--- config.mk ---
export PLATFORM = sky130hd
export DESIGN_NAME = matrix_index_counter
export DESIGN_NICKNAME = d
export VERILOG_FILES = /design/src/rtl/matrix_index_counter_pkg.sv /design/src/rtl/matrix_index_counter_mod_counter.sv /design/src/rtl/matrix_index_counter.sv
export SDC_FILE = /design/constraint.sdc
export NUM_CORES = 1
export LEC_CHECK = 0
export ABC_AREA = 1
export BUFFER_PORTS_ARGS = -buffer_cell sky130_fd_sc_hd__buf_2
export CORE_AREA = 3 3 40 42
export DETAILED_ROUTE_END_ITERATION = 10
export DIE_AREA = 0 0 43 45
export PLACE_DENSITY = 0.53
export REMOVE_ABC_BUFFERS = 1
export SLEW_MARGIN = 25
export SYNTH_ARGS = -nofsm -noshare
export SYNTH_HDL_FRONTEND = slang
export SYNTH_SLANG_ARGS = --single-unit
--- constraint.sdc ---
create_clock -name clk -period 0.97 [get_ports clk]
set_input_delay 0.194 -clock clk [delete_from_list [all_inputs] [get_ports clk]]
set_output_delay 0.194 -clock clk [all_outputs]
set_load 0.02 [all_outputs]
--- src/rtl/matrix_index_counter_pkg.sv ---
// -----------------------------------------------------------------------------
// matrix_pkg
// Shared definitions for the matrix index counter:
//   - state_t    : FSM state encoding (IDLE / RUN / DONE)
//   - ORDER_ROW  : traversal order bit for row-major (column index is inner)
//   - ORDER_COL  : traversal order bit for column-major (row index is inner)
//   - clog2_min1 : $clog2 clamped to a minimum of 1, so that a dimension of
//                  size 1 still gets a legal 1-bit index.
// -----------------------------------------------------------------------------
package matrix_pkg;

    typedef enum logic [1:0] {
        IDLE = 2'd0,
        RUN  = 2'd1,
        DONE = 2'd2
    } state_t;

    localparam logic ORDER_ROW = 1'b0;
    localparam logic ORDER_COL = 1'b1;

    function automatic int clog2_min1(input int n);
        return (n <= 1) ? 1 : $clog2(n);
    endfunction

endpackage

--- src/rtl/matrix_index_counter_mod_counter.sv ---
// -----------------------------------------------------------------------------
// mod_counter
// Modulo-MOD up-counter with synchronous clear and count enable.
// Ports:
//   clk     : clock, rising edge
//   reset   : asynchronous active-low reset (count -> 0)
//   clear   : synchronous clear (priority over enable)
//   enable  : advance by one this cycle
//   count   : current count, always in 0..MOD-1
//   wrap    : enable & (count == MOD-1); the counter returns to 0 next cycle
//   at_max  : count == MOD-1, independent of enable
// -----------------------------------------------------------------------------
module mod_counter #(
    parameter int MOD = 4,
    parameter int W   = 2
) (
    input  logic         clk,
    input  logic         reset,
    input  logic         clear,
    input  logic         enable,
    output logic [W-1:0] count,
    output logic         wrap,
    output logic         at_max
);

    localparam logic [W-1:0] MAX = W'(MOD - 1);

    logic [W-1:0] r_count;

    // Wrap is decided by compare so non-power-of-two moduli never overflow
    // past MOD-1.
    assign at_max = (r_count == MAX);
    assign wrap   = enable & at_max;
    assign count  = r_count;

    always_ff @(posedge clk or negedge reset) begin
        if (!reset) begin
            r_count <= '0;
        end else if (clear) begin
            r_count <= '0;
        end else if (enable) begin
            r_count <= at_max ? '0 : (r_count + 1'b1);
        end
    end

endmodule

--- src/rtl/matrix_index_counter.sv ---
// -----------------------------------------------------------------------------
// matrix_index_counter
// Walks every (row, col) of a ROWS x COLS matrix exactly once, row-major or
// column-major, one element per non-stalled RUN cycle.
//
// Handshake: a one-cycle start is accepted only in IDLE (col_major is latched
// at that moment); busy is high for every RUN cycle; valid = busy & ~stall
// marks the cycle in which (row_idx, col_idx) is presented; last accompanies
// the final valid element; done pulses for one cycle right after it. start
// while busy or during done is dropped, not queued.
//
// Ports:
//   clk, reset (async active-low)
//   start, col_major, stall          : control inputs
//   row_idx, col_idx                 : registered indices
//   valid, last, busy, done          : status outputs
//   o_dbg_state                      : current FSM state
// -----------------------------------------------------------------------------
module matrix_index_counter
    import matrix_pkg::*;
#(
    parameter  int ROWS  = 4,
    parameter  int COLS  = 4,
    localparam int ROW_W = clog2_min1(ROWS),
    localparam int COL_W = clog2_min1(COLS)
) (
    input  logic             clk,
    input  logic             reset,
    input  logic             start,
    input  logic             col_major,
    input  logic             stall,
    output logic [ROW_W-1:0] row_idx,
    output logic [COL_W-1:0] col_idx,
    output logic             valid,
    output logic             last,
    output logic             busy,
    output logic             done,
    output state_t           o_dbg_state
);

    state_t r_state;
    state_t w_next_state;
    logic   r_order;

    logic w_adv;
    logic w_clear;
    logic w_row_en, w_col_en;
    logic w_row_wrap, w_col_wrap;
    logic w_row_at_max, w_col_at_max;
    logic w_last;

    assign w_adv   = (r_state == RUN) & ~stall;
    assign w_clear = (r_state == IDLE);

    // Enables are built from the at_max flags rather than the other counter's
    // wrap output, which keeps the order mux free of a combinational loop.
    assign w_row_en = (r_order == ORDER_COL) ? w_adv : (w_adv & w_col_at_max);
    assign w_col_en = (r_order == ORDER_COL) ? (w_adv & w_row_at_max) : w_adv;

    mod_counter #(.MOD(ROWS), .W(ROW_W)) u_row_cnt (
        .clk    (clk),
        .reset  (reset),
        .clear  (w_clear),
        .enable (w_row_en),
        .count  (row_idx),
        .wrap   (w_row_wrap),
        .at_max (w_row_at_max)
    );

    mod_counter #(.MOD(COLS), .W(COL_W)) u_col_cnt (
        .clk    (clk),
        .reset  (reset),
        .clear  (w_clear),
        .enable (w_col_en),
        .count  (col_idx),
        .wrap   (w_col_wrap),
        .at_max (w_col_at_max)
    );

    // Both counters wrapping in the same cycle happens only on the final
    // element, and both land back on 0 for the next traversal.
    assign w_last = w_row_wrap & w_col_wrap;

    always_ff @(posedge clk or negedge reset) begin
        if (!reset) begin
            r_state <= IDLE;
            r_order <= ORDER_ROW;
        end else begin
            r_state <= w_next_state;
            if ((r_state == IDLE) && start) begin
                r_order <= col_major;
            end
        end
    end

    always_comb begin
        w_next_state = r_state;
        case (r_state)
            IDLE:    if (start)  w_next_state = RUN;
            RUN:     if (w_last) w_next_state = DONE;
            DONE:    w_next_state = IDLE;
            default: w_next_state = IDLE;
        endcase
    end

    assign valid       = w_adv;
    assign last        = w_last;
    assign busy        = (r_state == RUN);
    assign done        = (r_state == DONE);
    assign o_dbg_state = r_state;

endmodule
# == After elaboration in Yosys (flattened, before gate mapping) ==
# Index checks and enable logic that the tools add are counted.
# word_totals
romBits,0
mem_count,0
regBits,7
wordCells,35
input_bits,5
output_inout_bits,10
latchBits,0
mem_bits_rw,0
# classes
n_mux,11
n_bitwise,7
add_sub_neg,2
n_div,0
shifts,0
n_mul,0
n_eq_ne,6
reduce_logical,5
magnitude_cmp,0
# ops
operator,count
2-to-1 mux 2 bit,8
AND 1 bit,6
equality test 2 bit (second input constant),3
adder 2 x 1 -> 2 bit (second input constant),2
inequality test 2 bit (second input constant),2
case mux 2 bit (2 select lines),1
nonzero test 2 bit,2
equality test 2 x 1 -> 1 bit (second input constant),1
logical NOT 2 bit,1
2-to-1 mux 1 bit,2
AND reduction 2 bit,1
logical AND 1 bit,1
inverter 1 bit,1

# == Logic depth before layout (Yosys ltp) ==
# logic_depth
word_depth,8
ltp_mapped,6
depth_no_buf,6

# == By module ==
# From an unflattened synthesis, not the netlist that was laid out.
# unflattened
cells_unflattened,53
hier_area_um2,382.9
# modules_own_cells
mod,cells_per_inst,area_each_um2,seq_area_each_um2,instances
mod_counter,14,108.9,50.0,2
matrix_index_counter,25,165.2,75.1,1

# == Worst setup path before layout ==
# Ideal clock, no wire load.
# synth_timing
path_type,register to output
startpoint,register u_col_cnt.r_count[0] (netlist: u_col_cnt.count[0])
endpoint,output port last
n_path_buf,0
setup_slack_ns,-0.625
path_stages_with_launch,4
t_arrival_ns,1.401
path_cell_list,dfrtp_1 -> ha_1 -> nand2_1 -> nor4_1
# synth_between
elab_chain_cells,5
# synth_lines
item,line,source
"start, declared",matrix_index_counter_mod_counter.sv:28,logic [W-1:0] r_count;
"start signal, assigned",matrix_index_counter_mod_counter.sv:42,r_count <= at_max ? '0 : (r_count + 1'b1);
equality test 2 bit (*),matrix_index_counter_mod_counter.sv:32,assign at_max = (r_count == MAX);
AND 1 bit,matrix_index_counter.sv:57,assign w_row_en = (r_order == ORDER_COL) ? w_adv : (w_adv & w_col_at_max);
2-to-1 mux 1 bit,matrix_index_counter.sv:57,
AND 1 bit,matrix_index_counter_mod_counter.sv:33,assign wrap = enable & at_max;
AND 1 bit (*),matrix_index_counter.sv:82,assign w_last = w_row_wrap & w_col_wrap;
"end, declared",matrix_index_counter.sv:35,"output logic last,"
# Mark *: on every way between the ends. The rest lies on a longest branch, timed or not.

# == Worst setup path in the final report ==
# layout_timing
startpoint,register u_row_cnt.r_count[1] (netlist: u_row_cnt.count[1])
endpoint,output port last
# layout_between
elab_chain_cells,5
# layout_lines
item,line,source
"start, declared",matrix_index_counter_mod_counter.sv:28,
"start signal, assigned",matrix_index_counter_mod_counter.sv:42,
equality test 2 bit (*),matrix_index_counter_mod_counter.sv:32,
AND 1 bit,matrix_index_counter.sv:58,assign w_col_en = (r_order == ORDER_COL) ? (w_adv & w_row_at_max) : w_adv;
2-to-1 mux 1 bit,matrix_index_counter.sv:58,
AND 1 bit,matrix_index_counter_mod_counter.sv:33,
AND 1 bit (*),matrix_index_counter.sv:82,
# Marks and branches as above.

==> results.cfg <==
[run_status]
status = complete, but fails checks
failed_checks = setup timing

[setup_path]
path_class = reg -> out
crit_chain = ha_2, nand2_2, nor4_2, buf_2
endpoint_kind = output pin
crit_family = flip-flops
required_ns = 0.78
worst_path_largest_cell_delay_ns = 0.36
critical_path_peak_fanout = 2
slowest_stage = dfrtp_1
critical_path_buf_inv_count = 1
startpoint_type = flop
arrival_ns = 1.24

[floorplanning]
start_util_pct = 32.2
die_w_um = 43
rows = 13
core_mm2 = 0.00128
dieArea_mm2 = 0.00194
die_h_um = 45
ioPinCount = 15

[drt]
drt_iter0_drc = 2
drt-pass1-iter-count = 4
avgViaCountPerCell = 4.79
drc = 0
ant_nets = 0
wire_per_inst_um = 12.4
vias = 508
routed_wl_um = 1310

[logic_synthesis]
syn_area_um2 = 414
synth_top_area_share_pct = 42.3
synth_area_leaders = dfrtp_1, nand3_1, nand2_1, ha_1, nor3_4
avgSynthCellArea_um2 = 8.28
ys_warn_count = 0
yosys.area.top_type = dfrtp_1
synth_seq_cells = 7
syn_inst = 50
yosysUniqueCellTypes = 17
synth_seq_area_share_pct = 42.3

[global_routing]
grt_pass1_wl_um = 1940
grt_max_degree = 8
antenna_found_initial = 0
grt_pass1_vias = 465
overflow = 0
grt_usage_pct = 13.9

[sta]
fin_crit_ns = 1.44
whs_ns = 0.146
timing.final.ws_setup_ns = -0.468
fin_worst_skew_ns = 0.00535
finalSetupViolations = 17
rsz0062_at_grt = yes
min_period_over_period_pct = 148
maxSlewViolCount = 0
relSlewSlack_pct = 86.3
worst_slew_pin_slew_ns = 0.204
max_freq_mhz = 695
hold_viol_final = 0

[power]
p_leak_nw = 0.431
p_seq_share_pct = 20.3
internal-power_mw = 1.37
irDropWorstVdd_mv = 1.36
swShare_pct = 42.6
combinationalPowerShare_pct = 67.9
pwr-share-clk_pct = 11.8
power_density_mw_per_mm2 = 2710
p_switching_mw = 1.02

[clock_tree]
cts_made_buffers = 3
cts_max_level = 1
clk_latency_ns = 0.26
cts-root-buf = clkbuf_4
cts.reportedPaths.clkPinSlew_ns = 0.06
cts.sinks = 7
cts.path.max_buffers = 2
cts_tree = done

[cells_and_area]
stdcell_count = 106
fillCellCount = 106
nets = 99
final_common_cell = buf_6
diodes = 0
areaGrowthSynthToFinish_pct = 113
final_cell_mix = buf_6, buf_4, nand3_2, nand2_1, dfrtp_1
drive_above_1_share_pct = 70.3

[job]
cap_violations = 0

[place]
dp.final_hpwl_um = 772
gp_congestion = 0.754
dp.cells = 89
portBuffers = 14

[hold_path]
min_path_type = in -> reg
[final timing paths]
kind / end / startpoint / cells after the start / slack (ns)
setup / recovery: last / u_row_cnt.count[1]$_DFFE_PN0P_ / 4 / -0.47
hold / removal: o_dbg_state[0]$_DFFE_PN0P_ / start / 3 / 0.15
setup reg to reg: u_col_cnt.count[0]$_DFFE_PN0P_ / u_row_cnt.count[1]$_DFFE_PN0P_ / 7 / -0.28
hold reg to reg: u_col_cnt.count[1]$_DFFE_PN0P_ / r_order$_DFFE_PN0P_ / 3 / 0.62
max in group asynchronous: o_dbg_state[1]$_DFFE_PN0P_ / reset / 2 / 0.51
min in group asynchronous: u_row_cnt.count[0]$_DFFE_PN0P_ / reset / 2 / 0.29
[synthesized netlist by cell type]
cell type / n
nand2_2: 1
nor2_4: 1
nand3_1: 10
dfrtp_1: 7
clkinv_1: 1
inv_2: 2
nand2_4: 1
nor2_1: 4
nor2_2: 1
nor4_1: 2
nand3_2: 1
o21ai_1: 1
inv_1: 4
a21oi_1: 2
ha_1: 2
nand2_1: 9
nor3_4: 1
[power groups by stage]
stage / clock (mW) / combinational (mW) / sequential, mW
2_1_floorplan: 0 / 0.488 / 0.609
3_3_place_gp: 0 / 1.03 / 0.469
3_5_place_dp: 0 / 1.03 / 0.471
4_1_cts: 0.281 / 1.42 / 0.477
5_1_grt: 0.290 / 1.75 / 0.498
6_report: 0.281 / 1.62 / 0.485
[cell type report]
| type | count | area (µm²) | share of cell area [%] |
|---|---|---|---|
| inverters | 7 | 33.8 | 3.84 |
| repair buffers | 37 | 328 | 37.2 |
| multi-input cells | 36 | 298 | 33.8 |
| clock buffers | 4 | 26.3 | 2.98 |
| well taps | 15 | 18.8 | 2.13 |
| flip-flops and latches | 7 | 176 | 20.0 |
[stage by stage]
stage	worst slack [ns]	total power [mW]	cell area, µm²	TNS, ns	utilization, %
after floorplan	-0.625	1.10	414	-2.09	-
after global placement	-0.161	1.50	578	-0.915	45.0
after detailed placement	-0.187	1.50	578	-0.993	45.0
after CTS	-0.436	2.17	791	-3.07	61.5
after global routing	-0.508	2.53	881	-4.02	68.5
final	-0.468	2.39	881	-3.47	68.5
[registers in the layout, summed over array words and instances, names as in the netlist]
register,count
o_dbg_state,2
r_order,1
u_row_cnt.count,2
u_col_cnt.count,2
[routing by layer]
metal | share of wire (%) | GRT usage (%)
met1 | 39 | 16.5
met5 | 0 | 0
met3 | 6.3 | 3.19
met4 | 3.8 | 10.8
met2 | 51 | 21.9
[cell families (layout without fill, tap and decap cells)]
| group | Yosys count | count (layout) | share of synthesized area [%] |
|---|---|---|---|
| compound gates | 3 | 3 | 3.62 |
| fa+ha+maj | 2 | 2 | 6.04 |
| buf+inv | 7 | 48 | 6.34 |
| flops | 7 | 7 | 42.3 |
| simple gates | 31 | 31 | 41.7 |
[worst register-to-register path, stage by stage (launching register included)]
cell and delay (ns):
dfrtp_1 0.39, ha_2 0.21, buf_4 0.13, buf_4 0.12, inv_2 0.05, nand2_2 0.06, nand3_1 0.10, nand2_1 0.07
[repair_timing]
action | 4_1_cts | 5_1_grt
gates resized for setup | 39 | 11
endpoints found under the hold margin | 7 | 0
pin swaps | 10 | 12
hold buffers | 1 | 0
setup endpoints to repair | 17 | 17
setup buffers | 10 | 9
Note: power is estimated with default switching activity, not from simulation.
